### config.mk
export PLATFORM = sky130hd
export DESIGN_NAME = gyro_spi_reader
export DESIGN_NICKNAME = d
export VERILOG_FILES = /design/src/rtl/gyro_spi_reader.sv
export SDC_FILE = /design/constraint.sdc
export NUM_CORES = 1
export LEC_CHECK = 0
export BUFFER_PORTS_ARGS = -buffer_cell sky130_fd_sc_hd__buf_2
export CORE_ASPECT_RATIO = 1.4
export CORE_MARGIN = 1
export CORE_UTILIZATION = 58
export CTS_CLUSTER_SIZE = 8
export DETAILED_ROUTE_END_ITERATION = 10
export GPL_TIMING_DRIVEN = 0
export PLACE_DENSITY = 0.79
export REMOVE_ABC_BUFFERS = 1
export SYNTH_ARGS = -nofsm -noshare
export SYNTH_HDL_FRONTEND = slang
export SYNTH_SLANG_ARGS = --single-unit
export TNS_END_PERCENT = 100
### constraint.sdc
create_clock -name CLK -period 5.4 [get_ports CLK]
set_input_delay 1.08 -clock CLK [delete_from_list [all_inputs] [get_ports CLK]]
set_output_delay 1.08 -clock CLK [all_outputs]
set_load 0.005 [all_outputs]
### src/rtl/gyro_spi_reader.sv
// gyro_spi_reader: SPI mode-3 master for a three-axis gyro.
// After reset it writes CTRL_REG1 (0x20 <- 0x0F) once, then burst-reads
// OUT_X_L..OUT_Z_H every SAMPLE_PERIOD cycles and presents signed 16-bit
// rates on DX/DY/DZ with a one-cycle VALID strobe.
// Optional build macro: GYRO_DEADBAND_EN. When defined, values strictly
// between DB_LO and DB_HI are forced to zero at latch time.
module gyro_spi_reader #(
   parameter int CLK_DIV       = 50,
   parameter int SAMPLE_PERIOD = 100000,
   parameter int DB_LO         = -42,
   parameter int DB_HI         = 10
) (
   input  logic               CLK,
   input  logic               RST,
   input  logic               EN,
   output logic               SCLK,
   output logic               CS_N,
   output logic               MOSI,
   input  logic               MISO,
   output logic signed [15:0] DX,
   output logic signed [15:0] DY,
   output logic signed [15:0] DZ,
   output logic               VALID,
   output logic               BUSY,
   output logic               CFG_DONE
);

   localparam int DATA_W = 16;
   localparam int DIV_W  = (CLK_DIV > 2) ? $clog2(CLK_DIV) : 1;
   localparam int TMR_W  = $clog2(SAMPLE_PERIOD + 1);

   localparam logic [DIV_W-1:0] DIV_LAST = DIV_W'(CLK_DIV - 1);
   localparam logic [TMR_W-1:0] TMR_LAST = TMR_W'(SAMPLE_PERIOD - 1);

   // Elaboration-time sanity checks on the parameter set.
   if (CLK_DIV < 2) begin : g_bad_div
      $error("gyro_spi_reader: CLK_DIV must be at least 2");
   end
   if (SAMPLE_PERIOD <= 114 * CLK_DIV) begin : g_bad_period
      $error("gyro_spi_reader: SAMPLE_PERIOD must exceed 114*CLK_DIV");
   end
   if (DB_LO >= DB_HI) begin : g_bad_deadband
      $error("gyro_spi_reader: DB_LO must be below DB_HI");
   end

   typedef enum logic [1:0] {
      S_CFG,
      S_WAIT,
      S_READ,
      S_LATCH
   } state_t;

   state_t                    state_q;
   logic                      cs_n_q;
   logic                      sclk_q;
   logic                      mosi_q;
   logic                      valid_q;
   logic                      cfg_done_q;
   logic [DIV_W-1:0]          div_q;
   logic [DIV_W-1:0]          gap_q;
   logic [2:0]                bit_q;
   logic [2:0]                byte_q;
   logic [TMR_W-1:0]          timer_q;
   logic [TMR_W-1:0]          timer_d;
   logic                      pending_q;
   logic                      pending_d;
   logic [47:0]               rx_q;
   logic signed [DATA_W-1:0]  dx_q;
   logic signed [DATA_W-1:0]  dy_q;
   logic signed [DATA_W-1:0]  dz_q;

   logic                      tick;
   logic                      start_rd;
   logic                      in_frame;
   logic                      div_evt;
   logic [2:0]                last_byte;
   logic [7:0]                tx_cur;
   logic                      tx_bit;

   // Byte the master shifts out for the given frame type and byte index.
   function automatic logic [7:0] tx_byte(input logic is_cfg, input logic [2:0] idx);
      logic [7:0] b;
      if (is_cfg) begin
         b = (idx == 3'd0) ? 8'h20 : 8'h0F;
      end else begin
         b = (idx == 3'd0) ? 8'hE8 : 8'h00;
      end
      return b;
   endfunction

   // Optional deadband: small rates around zero are reported as zero.
   function automatic logic signed [DATA_W-1:0] deadband(input logic signed [DATA_W-1:0] v);
      logic signed [DATA_W-1:0] r;
`ifdef GYRO_DEADBAND_EN
      localparam logic signed [DATA_W-1:0] DB_LO_S = DATA_W'(DB_LO);
      localparam logic signed [DATA_W-1:0] DB_HI_S = DATA_W'(DB_HI);
      r = ((v > DB_LO_S) && (v < DB_HI_S)) ? '0 : v;
`else
      r = v;
`endif
      return r;
   endfunction

   // Timer, request and bit-engine decode.
   always_comb begin
      tick      = cfg_done_q && (timer_q == TMR_LAST);
      timer_d   = '0;
      if (cfg_done_q && !tick) begin
         timer_d = timer_q + TMR_W'(1);
      end
      start_rd  = (state_q == S_WAIT) && EN && (gap_q == '0) && (pending_q || tick);
      pending_d = start_rd ? 1'b0 : (pending_q || tick);
      in_frame  = ((state_q == S_CFG) || (state_q == S_READ)) && !cs_n_q;
      div_evt   = (div_q == DIV_LAST);
      last_byte = (state_q == S_CFG) ? 3'd2 : 3'd7;
      tx_cur    = tx_byte(state_q == S_CFG, byte_q);
      tx_bit    = tx_cur[3'd7 - bit_q];
   end

   // Sample timer and single-entry read request.
   always_ff @(posedge CLK) begin
      if (RST) begin
         timer_q   <= '0;
         pending_q <= 1'b0;
      end else begin
         timer_q   <= timer_d;
         pending_q <= pending_d;
      end
   end

   // Receive shift register, loaded on every SCLK rising edge of a frame.
   always_ff @(posedge CLK) begin
      if (in_frame && div_evt && !sclk_q) begin
         rx_q <= {rx_q[46:0], MISO};
      end
   end

   // Main FSM with the shared bit/byte engine and registered pin outputs.
   always_ff @(posedge CLK) begin
      if (RST) begin
         state_q    <= S_CFG;
         cs_n_q     <= 1'b1;
         sclk_q     <= 1'b1;
         mosi_q     <= 1'b0;
         valid_q    <= 1'b0;
         cfg_done_q <= 1'b0;
         div_q      <= '0;
         gap_q      <= '0;
         bit_q      <= '0;
         byte_q     <= '0;
         dx_q       <= '0;
         dy_q       <= '0;
         dz_q       <= '0;
      end else begin
         valid_q <= 1'b0;
         if (gap_q != '0) begin
            gap_q <= gap_q - DIV_W'(1);
         end
         case (state_q)
            S_CFG, S_READ: begin
               if (cs_n_q) begin
                  // Config frame launches on the first edge out of reset.
                  cs_n_q <= 1'b0;
                  div_q  <= '0;
                  bit_q  <= '0;
                  byte_q <= '0;
               end else if (!div_evt) begin
                  div_q <= div_q + DIV_W'(1);
               end else begin
                  div_q <= '0;
                  if (sclk_q) begin
                     if (byte_q == last_byte) begin
                        cs_n_q <= 1'b1;
                        gap_q  <= DIV_LAST;
                        if (state_q == S_CFG) begin
                           cfg_done_q <= 1'b1;
                           state_q    <= S_WAIT;
                        end else begin
                           dx_q    <= deadband({rx_q[39:32], rx_q[47:40]});
                           dy_q    <= deadband({rx_q[23:16], rx_q[31:24]});
                           dz_q    <= deadband({rx_q[7:0],   rx_q[15:8]});
                           valid_q <= 1'b1;
                           state_q <= S_LATCH;
                        end
                     end else begin
                        sclk_q <= 1'b0;
                        mosi_q <= tx_bit;
                     end
                  end else begin
                     sclk_q <= 1'b1;
                     bit_q  <= bit_q + 3'd1;
                     if (bit_q == 3'd7) begin
                        byte_q <= byte_q + 3'd1;
                     end
                  end
               end
            end
            S_WAIT: begin
               if (start_rd) begin
                  state_q <= S_READ;
                  cs_n_q  <= 1'b0;
                  div_q   <= '0;
                  bit_q   <= '0;
                  byte_q  <= '0;
               end
            end
            S_LATCH: begin
               state_q <= S_WAIT;
            end
            default: begin
               state_q <= S_WAIT;
            end
         endcase
      end
   end

   assign SCLK     = sclk_q;
   assign CS_N     = cs_n_q;
   assign MOSI     = mosi_q;
   assign DX       = dx_q;
   assign DY       = dy_q;
   assign DZ       = dz_q;
   assign VALID    = valid_q;
   assign BUSY     = ~cs_n_q;
   assign CFG_DONE = cfg_done_q;

endmodule

==> impl_results.md <==
- Status: complete, but fails checks
- Failing checks: DRC
- FFs w/ async S/R, synth: 0
- Final Critical Period: 2759 ps
- Pwr/cell area: 391.1 mW/mm2
- Post-Place Worst Slack: 2188 ps
- Final #Nets: 563
- Share of cells above drive strength 1: 0.1993
- Slew @ Worst Pin: 1325 ps
- Die H: 117.0 um
- Startpoint class of the critical path: primary input
- Max-slew violations: 0
- Final hold violation count: 0
- Main synth FF type: dfxtp_1
- RSZ-0062 raised after global routing: no
- Rows: 41
- Clock buffer depth: 2
- DRC errors left: 14
- Worst slew margin: 0.1164
- Worst Path Arrival: 3050 ps
- Cell variety after synth: 59
- Vias/cell: 5.601
- Commonest non-fill, non-tap cell in the layout: dfxtp_1
- CTS tree: built
- Port buffer count: 57
- Worst Hold Path EP: rx_q[5]$_DFFE_PP_
- Max-cap violations: 0
- DP HPWL: 6598 um
- Diode count: 0
- Resized Gates After CTS: 0
- Final period util: 0.5109
- # setup viols final: 0
- First-pass DRT Iterations: 8
- Total track usage: 0.2275
- Most frequent cells in the layout: 91 x dfxtp_1, 86 x nor2_1, 57 x buf_2, 52 x mux2i_1, 48 x edfxtp_1
- Post-route clock skew: 8.409 ps
- Post-CTS Setup Bufs: 0
- Clock-pin slew on the worst setup and hold paths: 60 ps
- Critical Path RT: 5690 ps
- Clock sink count: 139
- Fillers: 636
- I/O Pins: 58
- DIE WIDTH: 84.14 um
- CTS Buf Count: 17
- CTS Hold Bufs: 0
- Routed Antenna Nets: 0
- Post-Route Utilization: 0.7171
- DR WL/cell: 15.56 um
- Fmax: 362.5 MHz
- First-pass GRT wire length: 16940 um
- Critical Path Sink Type: register
- Number of enable flip-flop cells after synthesis: 48
- Total die area: 0.009843 mm2
- Multi-input logic area: 0.002062 mm2
- PnR Total Power: 2.546 mW
- Clock tree root buffer cell: clkbuf_16
- Setup WS post-layout: 2641 ps
- Yosys reg bits: 139
- Worst Path Max Fanout: 74
- Iter 0 DRT Violations: 202
- Number of global-route vias before repair: 3574
- Leakage: 2.484 nW
- Core region area: 0.009080 mm2
- H-tree depth: 4
- R2R depth: 10
- Reg-to-reg startpoint: state_q[0]$_SDFFE_PP0P_
- Worst Hold Launch: rx_q[4]$_DFFE_PP_
- Syn Area/Cell: 11.51 um2
- Routability cong.: 0.7727
- Overflow after GRT: 0
- Largest net degree at the start of global routing: 75
- Final wirelength: 10330 um
- Class of the worst hold path: register to register
- Clk_lat worst skew: 420 ps
- FF-to-FF End: DX[5]$_SDFFE_PP0P_
- Vias: 3719
- Max VDD drop: 0.2788 mV
- Register Area: 0.003263 mm2
- Sequential area share after synthesis: 0.5957
- Initial Util: 0.6033
- Mapped cell area: 0.005478 mm2
- Hold depth: 0
- Cells after Synth: 476
- Area Overhead vs Synth: 18.87%
- YS warnings: 0
- Antenna violations before repair: 0
- Worst Setup Path Type: primary input to register
- Register-to-register setup slack: 2680 ps
[critical path, stage by stage]
cell and delay (ps):
buf_2 960, inv_1 350, nand2_1 220, or2_2 310
nor2_1 100
[kinds of logic after synthesis]
group	synth area share
AND/OR/NAND/NOR	0.1599
flip-flops	0.5957
multiplexers	0.09502
AO/OA/AOI/OAI	0.05596
buffers and inverters	0.03038
XOR/XNOR	0.02878
adder cells (fa/ha/maj)	0.03426
[Yosys cell counts (all sizes together) (6+ instances only)]
| cell type | count | share of area |
|---|---|---|
| mux2i | 52 | 0.095 |
| and3 | 6 | 0.0071 |
| ha | 15 | 0.034 |
| inv | 19 | 0.013 |
| xor2 | 7 | 0.011 |
| buf | 7 | 0.0087 |
| nand2 | 18 | 0.012 |
| nor2 | 86 | 0.059 |
| or3 | 6 | 0.0069 |
| clkbuf | 10 | 0.0087 |
| nand3 | 9 | 0.0082 |
| a21oi | 14 | 0.013 |
| xnor2 | 11 | 0.018 |
| nor3 | 13 | 0.012 |
| o21ai | 10 | 0.0091 |
| dfxtp | 91 | 0.33 |
| edfxtp | 48 | 0.26 |
[worst max path at each step]
stage | from | endpoint | cells past startpoint
5_1_grt | RST | timer_q[13]$_SDFF_PP0_ | 5
3_3_place_gp | state_q[0]$_SDFFE_PP0P_ | DZ[3]$_SDFFE_PP0P_ | 7
2_1_floorplan | state_q[0]$_SDFFE_PP0P_ | DX[0]$_SDFFE_PP0P_ | 7
4_1_cts | RST | timer_q[13]$_SDFF_PP0_ | 5
6_report | RST | timer_q[13]$_SDFF_PP0_ | 5
3_5_place_dp | RST | timer_q[5]$_SDFF_PP0_ | 5
[sequential cells by signal (all words and copies together), names as in the netlist]
| register | cells |
|---|---|
| CS_N | 1 |
| DY | 16 |
| VALID | 1 |
| bit_q | 3 |
| byte_q | 3 |
| MOSI | 1 |
| state_q | 2 |
| gap_q | 6 |
| rx_q | 48 |
| SCLK | 1 |
| DZ | 16 |
| pending_q | 1 |
| CFG_DONE | 1 |
| DX | 16 |
| timer_q | 17 |
| div_q | 6 |
[power by group]
part	internal, mW	switching (mW)	total [mW]
Sequential	1.11	0.0357	1.14
Combinational	0.108	0.134	0.242
Clock	0.735	0.425	1.16
[area by class of cell]
class / count / area share
clock buffer: 20 / 0.06860
clock inverter: 12 / 0.02267
inverter: 19 / 0.01095
multi-input combinational: 301 / 0.3167
sequential: 139 / 0.5012
tap: 107 / 0.02056
timing repair buffer: 66 / 0.05938
[layer usage]
metal / wire length, um / share of wire / global-route usage
met3: 439 / 0.042 / 0.07924
met1: 4313 / 0.42 / 0.2537
met5: 0 / 0 / 0
met2: 5436 / 0.53 / 0.3973
met4: 142 / 0.014 / 0.1000
[stage by stage]
step | cell area, um2 | cells | TNS (ps) | hold WS (ps)
floorplan | 5383 | 459 | -583.9 | 417.5
global placement | 5802 | 623 | -119090 | 429.4
detailed placement | 5917 | 632 | 0 | 436.0
CTS | 6511 | 664 | 0 | 446.9
global route | 6511 | 664 | 0 | 456.7
finish | 6511 | 664 | 0 | 447.6
Note: power is estimated with default switching activity, not from simulation.
